===== src/rtl/pipe_hazard_unit_pkg.sv =====
// Shared definitions for the pipeline hazard/forwarding unit:
// forwarding-select codes and the layout of an in-flight slot.
package pipe_hazard_unit_pkg;

  // In-flight slots, youngest first.
  localparam int NUM_SLOTS = 3;
  localparam int SLOT_EX   = 0;
  localparam int SLOT_MEM  = 1;
  localparam int SLOT_WB   = 2;

  // Slot layout for a given RA_W: [RA_W+1] valid, [RA_W:1] rd, [0] is_load.
  localparam int SLOT_LOAD_BIT = 0;
  localparam int SLOT_RD_LSB   = 1;

  // Where an operand value comes from.
  typedef enum logic [1:0] {
    FWD_RF  = 2'd0,
    FWD_EX  = 2'd1,
    FWD_MEM = 2'd2,
    FWD_WB  = 2'd3
  } fwd_sel_e;

  // Index of the valid bit inside a slot.
  function automatic int slot_valid_bit(input int ra_w);
    return ra_w + 1;
  endfunction

endpackage


===== src/rtl/pipe_hazard_unit_src_check.sv =====
// Per-source hazard check: finds the youngest in-flight writer of one
// source register and decides whether to stall or which value to forward.
module hazard_src_check
  import pipe_hazard_unit_pkg::*;
#(
  parameter int RA_W        = 5,
  parameter int FWD_EN      = 1,
  parameter int ZERO_REG_EN = 1
) (
  input  logic [NUM_SLOTS-1:0][RA_W+1:0] slots,
  input  logic [RA_W-1:0]                src_addr,
  input  logic                           src_used,
  output logic                           stall,
  output fwd_sel_e                       fwd_sel
);

  localparam int VALID_BIT = slot_valid_bit(RA_W);

  logic [NUM_SLOTS-1:0] match;
  logic [NUM_SLOTS-1:0] needs_stall;

  // Per-slot address match and whether a match there can only be resolved by waiting.
  always_comb begin
    match       = '0;
    needs_stall = '0;
    for (int s = 0; s < NUM_SLOTS; s++) begin
      match[s] = slots[s][VALID_BIT] && src_used &&
                 (slots[s][RA_W:SLOT_RD_LSB] == src_addr) &&
                 !((ZERO_REG_EN != 0) && (src_addr == '0));
      needs_stall[s] = (FWD_EN == 0) ||
                       (slots[s][SLOT_LOAD_BIT] && (s != SLOT_WB));
    end
  end

  // Youngest matching slot decides: EX, then MEM, then WB.
  always_comb begin
    stall   = 1'b0;
    fwd_sel = FWD_RF;
    if (match[SLOT_EX]) begin
      if (needs_stall[SLOT_EX]) stall = 1'b1;
      else                      fwd_sel = FWD_EX;
    end else if (match[SLOT_MEM]) begin
      if (needs_stall[SLOT_MEM]) stall = 1'b1;
      else                       fwd_sel = FWD_MEM;
    end else if (match[SLOT_WB]) begin
      if (needs_stall[SLOT_WB]) stall = 1'b1;
      else                      fwd_sel = FWD_WB;
    end
  end

endmodule


===== src/rtl/pipe_hazard_unit.sv =====
// Hazard, forwarding and stall controller for the 5-stage pipeline.
// Tracks in-flight destinations in EX/MEM/WB slots and drives the
// pipeline-register enables and operand muxes.
module pipe_hazard_unit
  import pipe_hazard_unit_pkg::*;
#(
  parameter int XLEN        = 32,
  parameter int RA_W        = 5,
  parameter int FWD_EN      = 1,
  parameter int ZERO_REG_EN = 1,
  parameter int CNT_W       = 32
) (
  input  logic             clk,
  input  logic             reset,
  input  logic             id_valid,
  input  logic [RA_W-1:0]  id_rs1_addr,
  input  logic [RA_W-1:0]  id_rs2_addr,
  input  logic             id_rs1_used,
  input  logic             id_rs2_used,
  input  logic [RA_W-1:0]  id_rd_addr,
  input  logic             id_rf_wen,
  input  logic             id_is_load,
  input  logic [XLEN-1:0]  rf_rs1_data,
  input  logic [XLEN-1:0]  rf_rs2_data,
  input  logic [XLEN-1:0]  ex_result,
  input  logic [XLEN-1:0]  wb_data,
  input  logic             mem_req,
  input  logic             mem_ready,
  input  logic             br_taken,
  output logic             stall_if,
  output logic             bubble_ex,
  output logic             flush_id,
  output logic             freeze,
  output logic [XLEN-1:0]  fwd_rs1_data,
  output logic [XLEN-1:0]  fwd_rs2_data,
  output logic [CNT_W-1:0] stall_cnt,
  output logic [CNT_W-1:0] flush_cnt
);

  logic [NUM_SLOTS-1:0][RA_W+1:0] slots;
  logic [XLEN-1:0]                mem_alu_q;
  logic                           stall_rs1;
  logic                           stall_rs2;
  fwd_sel_e                       sel_rs1;
  fwd_sel_e                       sel_rs2;
  logic                           data_stall;

  hazard_src_check #(
    .RA_W        (RA_W),
    .FWD_EN      (FWD_EN),
    .ZERO_REG_EN (ZERO_REG_EN)
  ) u_check_rs1 (
    .slots    (slots),
    .src_addr (id_rs1_addr),
    .src_used (id_rs1_used),
    .stall    (stall_rs1),
    .fwd_sel  (sel_rs1)
  );

  hazard_src_check #(
    .RA_W        (RA_W),
    .FWD_EN      (FWD_EN),
    .ZERO_REG_EN (ZERO_REG_EN)
  ) u_check_rs2 (
    .slots    (slots),
    .src_addr (id_rs2_addr),
    .src_used (id_rs2_used),
    .stall    (stall_rs2),
    .fwd_sel  (sel_rs2)
  );

  // Pipeline control; a taken branch kills the stalled ID instruction, so it beats the data stall.
  always_comb begin
    freeze     = mem_req & ~mem_ready;
    data_stall = id_valid & (stall_rs1 | stall_rs2);
    flush_id   = br_taken & ~freeze;
    stall_if   = freeze | (data_stall & ~br_taken);
    bubble_ex  = data_stall & ~br_taken & ~freeze;
  end

  // Operand muxes driven by the per-source forwarding selects.
  always_comb begin
    fwd_rs1_data = rf_rs1_data;
    fwd_rs2_data = rf_rs2_data;
    case (sel_rs1)
      FWD_EX:  fwd_rs1_data = ex_result;
      FWD_MEM: fwd_rs1_data = mem_alu_q;
      FWD_WB:  fwd_rs1_data = wb_data;
      default: fwd_rs1_data = rf_rs1_data;
    endcase
    case (sel_rs2)
      FWD_EX:  fwd_rs2_data = ex_result;
      FWD_MEM: fwd_rs2_data = mem_alu_q;
      FWD_WB:  fwd_rs2_data = wb_data;
      default: fwd_rs2_data = rf_rs2_data;
    endcase
  end

  // Slot shift register; everything holds while data memory is busy.
  always_ff @(posedge clk) begin
    if (reset) begin
      slots     <= '0;
      mem_alu_q <= '0;
    end else if (!freeze) begin
      slots[SLOT_WB]  <= slots[SLOT_MEM];
      slots[SLOT_MEM] <= slots[SLOT_EX];
      mem_alu_q       <= ex_result;
      if (br_taken || data_stall) slots[SLOT_EX] <= '0;
      else slots[SLOT_EX] <= {id_valid & id_rf_wen, id_rd_addr, id_is_load};
    end
  end

  // Performance counters, wrapping naturally at their width.
  always_ff @(posedge clk) begin
    if (reset) begin
      stall_cnt <= '0;
      flush_cnt <= '0;
    end else begin
      if (stall_if) stall_cnt <= stall_cnt + CNT_W'(1);
      if (flush_id) flush_cnt <= flush_cnt + CNT_W'(1);
    end
  end

endmodule

===== config.mk =====
export PLATFORM = sky130hd
export DESIGN_NAME = pipe_hazard_unit
export DESIGN_NICKNAME = d
export VERILOG_FILES = /design/src/rtl/pipe_hazard_unit_pkg.sv /design/src/rtl/pipe_hazard_unit_src_check.sv /design/src/rtl/pipe_hazard_unit.sv
export SDC_FILE = /design/constraint.sdc
export NUM_CORES = 1
export LEC_CHECK = 0
export BUFFER_PORTS_ARGS = -buffer_cell sky130_fd_sc_hd__buf_2
export CAP_MARGIN = 20
export CORE_UTILIZATION = 53
export CTS_CLUSTER_SIZE = 16
export DETAILED_ROUTE_END_ITERATION = 8
export MAX_ROUTING_LAYER = met4
export PLACE_DENSITY = 0.95
export SLEW_MARGIN = 10
export SYNTH_ARGS = -nofsm -noshare
export SYNTH_HDL_FRONTEND = slang
export SYNTH_SLANG_ARGS = --single-unit

===== constraint.sdc =====
create_clock -name clk -period 9.43 [get_ports clk]
set_input_delay 1.886 -clock clk [delete_from_list [all_inputs] [get_ports clk]]
set_output_delay 1.886 -clock clk [all_outputs]
set_load 0.005 [all_outputs]

# After elaboration in Yosys (flattened, before gate mapping)
# Cells that the tools add are included.
[classes] n_eq_ne=12 n_reduce_logical=23 n_addsub=2 n_mux=17 bitwise=11
[ops] cell="32-bit one-hot mux with 3 select lines" count=2
[ops] cell="32-bit by 1-bit adder with 32-bit output, second input constant" count=2
[ops] cell="5-bit == test" count=6
[ops] cell="1-bit logical AND" count=18
[ops] cell="2-bit two-way mux" count=7
[ops] cell="5-bit zero test" count=2
[ops] cell="2-bit == test, second input constant" count=4
[ops] cell="1-bit two-way mux" count=7
[ops] cell="7-bit two-way mux" count=1
[ops] cell="1-bit AND" count=6
[ops] cell="2-bit by 1-bit == test with 1-bit output, second input constant" count=2
[ops] cell="1-bit inverter" count=3
[ops] cell="1-bit zero test" count=2
[ops] cell="1-bit bitwise OR" count=2
[ops] cell="1-bit logical OR" count=1
[totals] output_inout_bits=132 inputBits=153 register_bits=117 wordCells=71

# Logic depth before layout (Yosys ltp)
# Gate-level depths: netlist of run 1.
[logic_depth] word_depth=9 ltp_mapped=9 mapped_depth_nobuf=7

# Cells and area by module
# Synthesis of run 1 repeated with hierarchy kept, for this count alone.
[hier_totals] cells_unflattened=771 area_unflattened_um2=7390.8
[modules_own_cells] module="pipe_hazard_unit" cells_each=711 seq_area_each_um2=2342.2 instances=1 area_each_um2=6900.4
[modules_own_cells] module="hazard_src_check" cells_each=30 seq_area_each_um2=0.0 instances=2 area_each_um2=245.2

# Worst setup path before layout of run 1
# OpenSTA, ideal clock, no wires.
[synth_timing] kind="input -> output" startpoint="input port id_rs2_addr[0]" endpoint="output port fwd_rs2_data[0]" required_time_ps=7544 path_slack_ps=3740 stages=9 arrival_time_ps=3804 n_path_buf=2 path_cell_list="or4_1 > o21a_1 > and4_4 > or3_1 > clkbuf_1 > nand3_1 > buf_2 > nor2_1 > nor3_1"
[synth_via] elab_chain_cells=8 elab_cells_between_ends=18 cone_classes="eq/ne: 6; mux: 4; reduce/logical: 8"
[synth_lines] element="from (decl)" line="pipe_hazard_unit.sv:17" rtl="input logic [RA_W-1:0] id_rs2_addr,"
[synth_lines] element="5-bit == test or 5-bit zero test (tied branches)" line="pipe_hazard_unit_src_check.sv:28, pipe_hazard_unit_src_check.sv:29"
[synth_lines] element="1-bit logical AND or 1-bit zero test (tied branches)" line="pipe_hazard_unit_src_check.sv:27, pipe_hazard_unit_src_check.sv:29"
[synth_lines] element="1-bit logical AND" line="pipe_hazard_unit_src_check.sv:28" rtl="(slots[s][RA_W:SLOT_RD_LSB] == src_addr) &&"
[synth_lines] element="2-bit two-way mux" line="pipe_hazard_unit_src_check.sv:45" rtl="end else if (match[SLOT_WB]) begin"
[synth_lines] element="2-bit two-way mux" line="pipe_hazard_unit_src_check.sv:42" rtl="end else if (match[SLOT_MEM]) begin"
[synth_lines] element="2-bit two-way mux *" line="pipe_hazard_unit_src_check.sv:39" rtl="if (match[SLOT_EX]) begin"
[synth_lines] element="2-bit == test or 2-bit by 1-bit == test with 1-bit output (tied branches)" line="pipe_hazard_unit.sv:91" rtl="case (sel_rs2)"
[synth_lines] element="32-bit one-hot mux with 3 select lines *" line="pipe_hazard_unit.sv:91"
[synth_lines] element="to (decl)" line="pipe_hazard_unit.sv:35" rtl="output logic [XLEN-1:0] fwd_rs2_data,"
# Every way passes the cells marked *; elsewhere a longest branch is shown, timed or not.

# Worst setup path in the final report of run 1
[layout_timing] startpoint="input port id_rs1_addr[4]" endpoint="output port fwd_rs1_data[28]"
[layout_via] elab_chain_cells=8 elab_cells_between_ends=18 cone_classes="eq/ne: 6; mux: 4; reduce/logical: 8"
[layout_lines] element="from (decl)" line="pipe_hazard_unit.sv:16" rtl="input logic [RA_W-1:0] id_rs1_addr,"
[layout_lines] element="5-bit == test or 5-bit zero test (tied branches)" line="pipe_hazard_unit_src_check.sv:28, pipe_hazard_unit_src_check.sv:29"
[layout_lines] element="1-bit logical AND or 1-bit zero test (tied branches)" line="pipe_hazard_unit_src_check.sv:27, pipe_hazard_unit_src_check.sv:29"
[layout_lines] element="1-bit logical AND" line="pipe_hazard_unit_src_check.sv:28"
[layout_lines] element="2-bit two-way mux" line="pipe_hazard_unit_src_check.sv:45"
[layout_lines] element="2-bit two-way mux" line="pipe_hazard_unit_src_check.sv:42"
[layout_lines] element="2-bit two-way mux *" line="pipe_hazard_unit_src_check.sv:39"
[layout_lines] element="2-bit == test or 2-bit by 1-bit == test with 1-bit output (tied branches)" line="pipe_hazard_unit.sv:85" rtl="case (sel_rs1)"
[layout_lines] element="32-bit one-hot mux with 3 select lines *" line="pipe_hazard_unit.sv:85"
[layout_lines] element="to (decl)" line="pipe_hazard_unit.sv:34" rtl="output logic [XLEN-1:0] fwd_rs1_data,"
# Marks and branches as above.

==> results of run 1 <==
-- layout by cell type, fill, tap and decap left out, drive strengths merged, types with 2 or more instances in the layout --
master,instances
or3,30
a32oi,25
clkbuf,17
a31oi,2
and3,8
or4b,2
xnor2,23
diode,7
o22ai,58
nor4,7
nor2,104
nor2b,4
nand4,16
o21ai,24
nor3,35
clkinvlp,2
mux2i,3
a22o,6
or2,3
nand3,26
xor2,29
bufinv,5
o311ai,7
or4,23
ha,2
inv,12
dfxtp,116
a21oi,93
and2,5
clkinv,5
nand2,184
buf,295
o31ai,17
and4,5
-- sequential cells by signal, indices dropped and copies added (netlist names) --
signal,flops
mem_alu_q,32
slots,20
flush_cnt,32
stall_cnt,32
-- power groups by stage --
stage | logic (mW) | clock network, mW | registers (mW)
after detailed placement | 0.127 | 0 | 0.526
after global placement | 0.125 | 0 | 0.525
after floorplan | 0.0603 | 0 | 0.522
after global routing | 0.144 | 0.746 | 0.517
after CTS | 0.128 | 0.722 | 0.515
final | 0.130 | 0.717 | 0.516
-- final timing paths --
check / from / endpoint / slack [ps]
worst max-delay path: id_rs1_addr[4] / fwd_rs1_data[28] / 2720
worst max register to register: slots[3] / stall_cnt[19] / 6480
worst min-delay path: mem_alu_q[30] / mem_alu_q[30] / 470
worst min register to register: mem_alu_q[30] / mem_alu_q[30] / 470
-- worst register-to-register path, cell delays in order (launching register included) --
cell and delay (ps):
dfxtp_1 460, xnor2_1 160, nand4_1 120, or3_1 350
buf_4 270, a21oi_1 310, a211oi_4 70, buf_4 330
or4_1 580, a21oi_1 210
-- kinds of logic (layout without fill, tap and decap cells) --
kind of cell,Yosys count,in the layout
AO/OA/AOI/OAI,239,239
XOR/XNOR,52,52
adder cells (fa/ha/maj),2,2
buffers and inverters,72,336
flip-flops,116,116
multiplexers,3,3
other,0,7
AND/OR/NAND/NOR,454,454
-- stage by stage --
stage	worst slack (ps)	util
final	2720	0.711
after global routing	2380	0.711
after CTS	2830	0.709
after detailed placement	2830	0.657
after global placement	2950	0.657
after floorplan	3740	-
-- per-layer routing --
layer | track usage | up-vias | wire (um)
met5 | - | - | 0
met4 | 0.203 | 0 | 949
li1 | - | 3906 | -
met1 | 0.448 | 3999 | 9300
met3 | 0.149 | 111 | 2400
met2 | 0.596 | 542 | 11800
-- area by class of cell --
class,count,area (sq um)
Inverter,9,33.8
Multi-Input combinational cell,750,4190
Timing Repair Buffer,295,1510
Tap cell,172,215
Clock inverter,15,228
Sequential cell,116,2320
Antenna cell,7,17.5
Fill cell,984,3630
Clock buffer,17,425
==> flow_summary.yaml, run 1 <==
timing:
  fmax_ghz: 0.149
  worst_hold_slack_ps: 470
  setup_viol: 0
  slew-limit-headroom: 0.351
  finalWorstPathRequiredPeriod_ps: 6710
  finalSetupTns_ps: 0
  finalHoldViolations: 0
  skew_ps: 9.26
  slew_violations: 0
  fin_crit_sh: 0.712
  worstMarginPinSlew_ps: 972
  rsz0062_at_grt: "false"
placement:
  dp_cells: 1342
  post_dp_cell_area_sq_um: 8260
  port_buffers: 284
  place.gp.congestion: 0.949
  dp_hpwl_um: 16500
route:
  viasPerCell: 6.20
  vias: 8558
  routed_wl_um: 24400
  drc_errors: 0
  drt-wirelength-per-cell_um: 17.7
  drtIter0Drc: 1150
  postRouteAntennaNets: 0
  dr.pass1.iters: 5
setup_path:
  critical_path_class: "input pin to primary output"
  r2r_cells: 9
  path_depth: 9
  path_cells: "buf_2, or4_1, o21ai_1, nand4b_2, or2_2, nand2_1, nand2_1, a32oi_1, buf_2"
  critPathCaptureType: "primary output"
  crit_fanout: 28
  arrival_ps: 4820
  crit_family: "simple AND/OR/NAND/NOR gates"
  cp-start-kind: "input pin"
  crit_buf_inv: 2
  crit_slowest_cell: "nand2_1"
  worst_ep_required_time_ps: 7540
  crit_path_max_incr_delay_ps: 740
clocking:
  clk_root_buffer_cell: "clkbuf_16"
  numCtsBuffers: 17
  clock-sinks: 116
  path_clk_slew_ps: 50
  tritoncts: "yes"
  post_cts.repair.setup_buffers: 0
  h-tree-depth: 4
  clockBufferDepth: 2
  cts_resized: 0
  ctsHoldBuffers: 0
  clock_latency_ps: 420
pwr:
  leakagePower_nw: 3.86
  clockPowerShare: 0.526
  power_mw: 1.36
  p_per_area_nw_per_um2: 152
  p_switching_mw: 0.331
  swShare: 0.243
  p_comb_frac: 0.096
  p_int_mw: 1.03
  ir_worst_vdd_v: 0.000126
  p_seq_frac: 0.378
floorplanning:
  die_h_um: 115
  start_util: 0.541
  ios: 285
  die-area_sq_um: 13300
  fp.dieW_um: 115
  num_rows: 41
  core_sq_um: 12600
synthesis:
  synthMuxAreaShare: 0.00441
  synth_cells: 938
  syn_nets: 1093
  synth_common_cells: "nand2_1, dfxtp_1, nor2_1"
  synth_compound_area_frac: 0.225
  synthArstFlopShare: 0
  synth_most_common_cell: "nand2_1"
  synth_top_cell_by_area: "dfxtp_1"
  synth_area_sq_um: 6800
  synth_flop_cell: "dfxtp_1"
  synth_top_area_share: 0.341
  synthDistinctLibCells: 50
  yosys.area_share.simple: 0.315
  yosysSeqAreaShare: 0.341
  syn_area_per_cell_sq_um: 7.25
  synth_xor_area_frac: 0.0669
  synth_top_family_by_area: "simple AND/OR/NAND/NOR gates"
  synth_area_leaders: "dfxtp_1, nand2_1, a21oi_1"
  ys_ff_latch: 116
  yosysWarnings: 0
  synth_edf_count: 0
  synth_fa_ha_area_frac: 0.00368
run:
  drv_cap: 0
run_status:
  status: "finished, final reports clean"
final_layout:
  final_area_sq_um: 8940
  fin_cells: 1381
  drive_gt1_frac: 0.286
  finalNetCount: 1344
  area_growth_pct: 31.4
worst_hold_path:
  hold_depth: 2
  hold_path.class: "flop to flop"
grt:
  antenna_found_initial: 6
  grt_pass1_vias: 7743
  grt_max_degree: 64
  grt_use_total: 0.392
  grt_pass1_wl_um: 39300
  grt-ovfl-total: 0
Note: power is estimated with default switching activity, not from simulation.
==> inputs of run 2 (changes only) <==
--- a/config.mk
+++ b/config.mk
@@ -5,13 +5,14 @@
 export SDC_FILE = /design/constraint.sdc
 export NUM_CORES = 1
 export LEC_CHECK = 0
+export ABC_AREA = 1
 export BUFFER_PORTS_ARGS = -buffer_cell sky130_fd_sc_hd__buf_2
 export CAP_MARGIN = 20
-export CORE_UTILIZATION = 53
+export CORE_UTILIZATION = 51
 export CTS_CLUSTER_SIZE = 16
 export DETAILED_ROUTE_END_ITERATION = 8
 export MAX_ROUTING_LAYER = met4
-export PLACE_DENSITY = 0.95
+export PLACE_DENSITY = 0.92
 export SLEW_MARGIN = 10
 export SYNTH_ARGS = -nofsm -noshare
 export SYNTH_HDL_FRONTEND = slang
==> constraint.sdc (replaced) <==
create_clock -name clk -period 6.85 [get_ports clk]
set_input_delay 1.37 -clock clk [delete_from_list [all_inputs] [get_ports clk]]
set_output_delay 1.37 -clock clk [all_outputs]
set_load 0.005 [all_outputs]
==> run 2 against run 1 <==
  * Via count increased by 15%
  * Final cell count increased by 31%
  * Power increased by 38%
  * Flip-flop and latch count unchanged
  * Non-clock buffer count decreased by 5
==> flow_summary.yaml, run 2 <==
synthesis:
  yosysWarnings: 0
  yosysSeqAreaShare: 0.291
  ys_ff_latch: 116
  synth_most_common_cell: "nand2_1"
  synthArstFlopShare: 0
  synth_cells: 1330
  synth_top_area_share: 0.291
  synth_edf_count: 0
  synth_flop_cell: "dfxtp_1"
  yosys.area_share.simple: 0.458
  synth_fa_ha_area_frac: 0.00313
  synth_xor_area_frac: 0.0395
  synthMuxAreaShare: 0
  synthDistinctLibCells: 38
  synth_area_sq_um: 7990
  synth_compound_area_frac: 0.103
  synth_top_cell_by_area: "dfxtp_1"
  synth_common_cells: "nand2_1, nor2_1, nand3_1"
  syn_nets: 1485
  synth_area_leaders: "dfxtp_1, nand2_1, nand3_1"
  syn_area_per_cell_sq_um: 6.01
  synth_top_family_by_area: "simple AND/OR/NAND/NOR gates"
setup_path:
  arrival_ps: 4020
  crit_fanout: 35
  cp-start-kind: "input pin"
  worst_ep_required_time_ps: 5480
  critical_path_class: "input pin to primary output"
  critPathCaptureType: "primary output"
floorplanning:
  num_rows: 45
  die-area_sq_um: 16200
  die_h_um: 127
  core_sq_um: 15300
  ios: 285
  start_util: 0.524
  fp.dieW_um: 127
pwr:
  leakagePower_nw: 4.65
  ir_worst_vdd_v: 0.000177
  p_per_area_nw_per_um2: 189
run_status:
  status: "finished, final reports clean"
grt:
  grt_max_degree: 86
  grt_pass1_vias: 8481
  antenna_found_initial: 7
  grt_pass1_wl_um: 42100
  grt-ovfl-total: 0
  grt_use_total: 0.334
timing:
  finalWorstPathRequiredPeriod_ps: 5390
  worstMarginPinSlew_ps: 956
  slew_violations: 0
  fmax_ghz: 0.185
  slew-limit-headroom: 0.362
  finalHoldViolations: 0
  fin_crit_sh: 0.787
  skew_ps: 10.1
  rsz0062_at_grt: "false"
  finalSetupTns_ps: 0
  setup_viol: 0
placement:
  port_buffers: 284
  place.gp.congestion: 0.934
  dp_hpwl_um: 19700
clocking:
  tritoncts: "yes"
  clk_root_buffer_cell: "clkbuf_16"
  path_clk_slew_ps: 60
  clock_latency_ps: 410
  clockBufferDepth: 2
  clock-sinks: 116
  post_cts.repair.setup_buffers: 0
  ctsHoldBuffers: 0
  cts_resized: 0
  numCtsBuffers: 17
  h-tree-depth: 4
final_layout:
  final_util: 0.654
  area_growth_pct: 24.9
  final_common_cell: "nand2_1"
  final_cell_mix: "nand2_1, buf_2, nor2_1"
  reg.largest.list: "flush_cnt: 32 flops, mem_alu_q: 32 flops, stall_cnt: 32 flops"
  drive_gt1_frac: 0.226
  finalNetCount: 1728
route:
  drt-wirelength-per-cell_um: 15.0
  postRouteAntennaNets: 0
  routed_wl_um: 27100
  drtIter0Drc: 929
  viasPerCell: 5.45
  dr.pass1.iters: 6
  drc_errors: 0
  vias: 9826
run:
  drv_cap: 0
worst_hold_path:
  hold_path.class: "flop to flop"
==> run 2: cell types whose count changed after synthesis, sizes merged, moves of 25 or more <==
cell and change:
a21oi -40, nand4 +41, nor2 +85, o21ai +74, nand3 +121, nand2 +168
or3 -29, a32oi -25, o22ai -56, or2 +30, inv +121
==> run 2: worst paths after layout <==
path         slack, ps      startpoint  cells after the start               end
min reg2reg        490   flush_cnt[30]                      2     flush_cnt[30]
max reg2reg       4300        slots[4]                     15     stall_cnt[27]
min                490   flush_cnt[30]                      2     flush_cnt[30]
max               1460  id_rs1_addr[0]                     16  fwd_rs1_data[19]
==> run 2: critical path, stage by stage <==
cell	delay [ps]
buf_2	130
inv_1	90
nand2_1	60
nand2_1	50
nor2_1	140
nand2_1	90
nor2_2	160
nand2_1	110
nand3_4	350
inv_2	180
nor2_2	760
nand2_1	160
nand3_1	150
nand2_1	60
inv_1	50
buf_2	100
==> run 2: area by class of cell <==
cell class | instances | area [sq um]
Antenna cell | 7 | 17.5
Fill cell | 1382 | 5280
Sequential cell | 116 | 2320
Tap cell | 211 | 264
Timing Repair Buffer | 290 | 1470
Clock buffer | 20 | 467
Inverter | 131 | 492
Clock inverter | 12 | 119
Multi-Input combinational cell | 1017 | 4830
==> run 2: cell families (layout without fill, tap and decap cells) <==
group           Yosys count  count (layout)
simple gates            818             818
flops                   116             116
buf+inv                 197             453
xor+xnor                 36              36
fa+ha+maj                 2               2
other cells               0               7
compound gates          161             161
==> run 2: metrics by stage <==
stage	instance area (sq um)	instances	hold slack (ps)	power, mW	setup slack (ps)
global route	9980	1804	515	1.96	1230
CTS	9960	1797	493	1.89	1520
global placement	9370	1765	470	1.02	1340
detailed placement	9380	1765	479	1.02	1510
finish	9980	1804	494	1.89	1460
floorplan	7990	1330	462	0.895	2910
==> run 2: per-layer routing <==
layer  global-route usage  part of all wire
met1                0.396              0.40
met2                0.554              0.48
met3               0.0586             0.086
met4                0.155             0.038
met5                    -                 0
==> run 2: power by group <==
group          switching, mW  internal, mW
Sequential            0.0370         0.708
Clock                  0.339         0.533
Combinational          0.151         0.117
Total                  0.527          1.36
==> inputs of run 3 (changes only) <==
==> constraint.sdc (replaced) <==
create_clock -name clk -period 5.25 [get_ports clk]
set_input_delay 1.05 -clock clk [delete_from_list [all_inputs] [get_ports clk]]
set_output_delay 1.05 -clock clk [all_outputs]
set_load 0.005 [all_outputs]
==> run 3 against run 2 <==
  * Global-route usage is 1.1 points higher
  * Clock-buffer cell count fell by 2
  * Via count up 1.0%
  * Critical path type unchanged
  * Power increased by 30%
==> flow_summary.yaml, run 3 (same netlist as run 2, synthesis figures left out) <==
run_status:
  status: "finished, final reports clean"
timing:
  finalSetupTns_ps: 0
  finalWorstPathRequiredPeriod_ps: 4620
  fmax_ghz: 0.216
  slew_violations: 0
  timing.final.ws_setup_ps: 631
  setup_viol: 0
  rsz0062_at_grt: "false"
  worstMarginPinSlew_ps: 975
  skew_ps: 9.37
  slew-limit-headroom: 0.350
  finalHoldViolations: 0
  fin_crit_sh: 0.880
clocking:
  cts_resized: 0
  tritoncts: "yes"
  clk_root_buffer_cell: "clkbuf_16"
  h-tree-depth: 4
  post_cts.repair.setup_buffers: 0
  ctsHoldBuffers: 0
  clock-sinks: 116
  clock_latency_ps: 420
  numCtsBuffers: 17
  path_clk_slew_ps: 60
  clockBufferDepth: 2
setup_path:
  crit_slowest_cell: "nor2_2"
  r2r-end: "stall_cnt[7]"
  arrival_ps: 3570
  worst_ep_required_time_ps: 4200
  r2r_slack_ps: 2620
  path_cells: "buf_2, inv_2, nand2_1, o21ai_1, nor2_1, nand2_1, nor2_2, nand2_1, nand3_4, inv_2, nor2_2, nand2_1, nand3_1, nand2_1, inv_1, buf_2"
  cp-start-kind: "input pin"
  crit_buf_inv: 5
  r2r_start: "slots[12]"
  r2r_cells: 14
  critical_path_class: "input pin to primary output"
  crit_family: "simple AND/OR/NAND/NOR gates"
  path_common_cell: "nand2_1"
  crit_path_max_incr_delay_ps: 760
  crit_fanout: 35
  critPathCaptureType: "primary output"
floorplanning:
  die-area_sq_um: 16200
  start_util: 0.524
  die_h_um: 127
  ios: 285
  fp.dieW_um: 127
  num_rows: 45
  core_sq_um: 15300
worst_hold_path:
  hold_end: "flush_cnt[29]"
  hold_path.class: "flop to flop"
  hold_depth: 1
  min-delay-start: "flush_cnt[29]"
grt:
  grt_max_degree: 62
  grt_pass1_wl_um: 43800
  grt_use_total: 0.346
  grt_pass1_vias: 8828
  antenna_found_initial: 3
  grt-ovfl-total: 0
final_layout:
  final_util: 0.656
  drive_gt1_frac: 0.230
  register_area_sq_um: 2320
  multiInputGateArea_sq_um: 4830
  reg.largest.list: "flush_cnt: 32 flops, mem_alu_q: 32 flops, stall_cnt: 32 flops"
  finalNetCount: 1735
  fillers: 1369
  final_cell_mix: "nand2_1, buf_2, nor2_1"
  final_common_cell: "nand2_1"
  area_growth_pct: 25.3
route:
  vias: 9927
  viasPerCell: 5.49
  drtIter0Drc: 910
  routed_wl_um: 27600
  drc_errors: 0
  drt-wirelength-per-cell_um: 15.3
  postRouteAntennaNets: 0
  dr.pass1.iters: 6
pwr:
  ir_worst_vdd_v: 0.000212
  p_per_area_nw_per_um2: 244
  leakagePower_nw: 4.69
placement:
  dp_hpwl_um: 20100
  preCtsSetupSlack_ps: 671
  port_buffers: 284
  place.gp.congestion: 0.931
run:
  drv_cap: 0
==> run 3: per-stage QoR <==
step	hold slack, ps	power (mW)	instances	area (sq um)
3_3_place_gp	472	1.33	1772	9440
3_5_place_dp	482	1.34	1772	9440
2_1_floorplan	462	1.17	1330	7990
4_1_cts	495	2.45	1804	10000
5_1_grt	521	2.55	1807	10000
6_report	495	2.45	1809	10000
==> run 3: report_power, final <==
group          switching [mW]  internal (mW)  leakage (nW)
clock                   0.455          0.667         0.277
sequential             0.0481          0.924         0.953
combinational           0.199          0.154          3.46
total                   0.702           1.75          4.69
==> run 3: cell type report <==
type                            instances  share of cell area
Multi-Input combinational cell       1017               0.482
Antenna cell                            5             0.00125
Clock buffer                           18              0.0438
Tap cell                              211              0.0264
Timing Repair Buffer                  297               0.153
Sequential cell                       116               0.232
Inverter                              131              0.0491
Clock inverter                         14              0.0126
==> run 3: worst max path at each step <==
stage	start	to	cells after the start
final	id_rs1_addr[3]	fwd_rs1_data[19]	16
after global routing	id_rs1_addr[0]	fwd_rs1_data[31]	16
after CTS	id_rs1_addr[0]	fwd_rs1_data[19]	16
after detailed placement	id_rs1_addr[0]	fwd_rs1_data[19]	16
after global placement	id_rs1_addr[0]	fwd_rs1_data[19]	16
after floorplan	id_rs1_addr[0]	fwd_rs1_data[0]	13
==> run 3: metal layers <==
layer	global-route usage	wire [um]	part of all wire
met4	0.165	1120	0.041
met2	0.577	13300	0.48
met3	0.0616	2470	0.089
met1	0.403	10700	0.39
met5	-	0	0
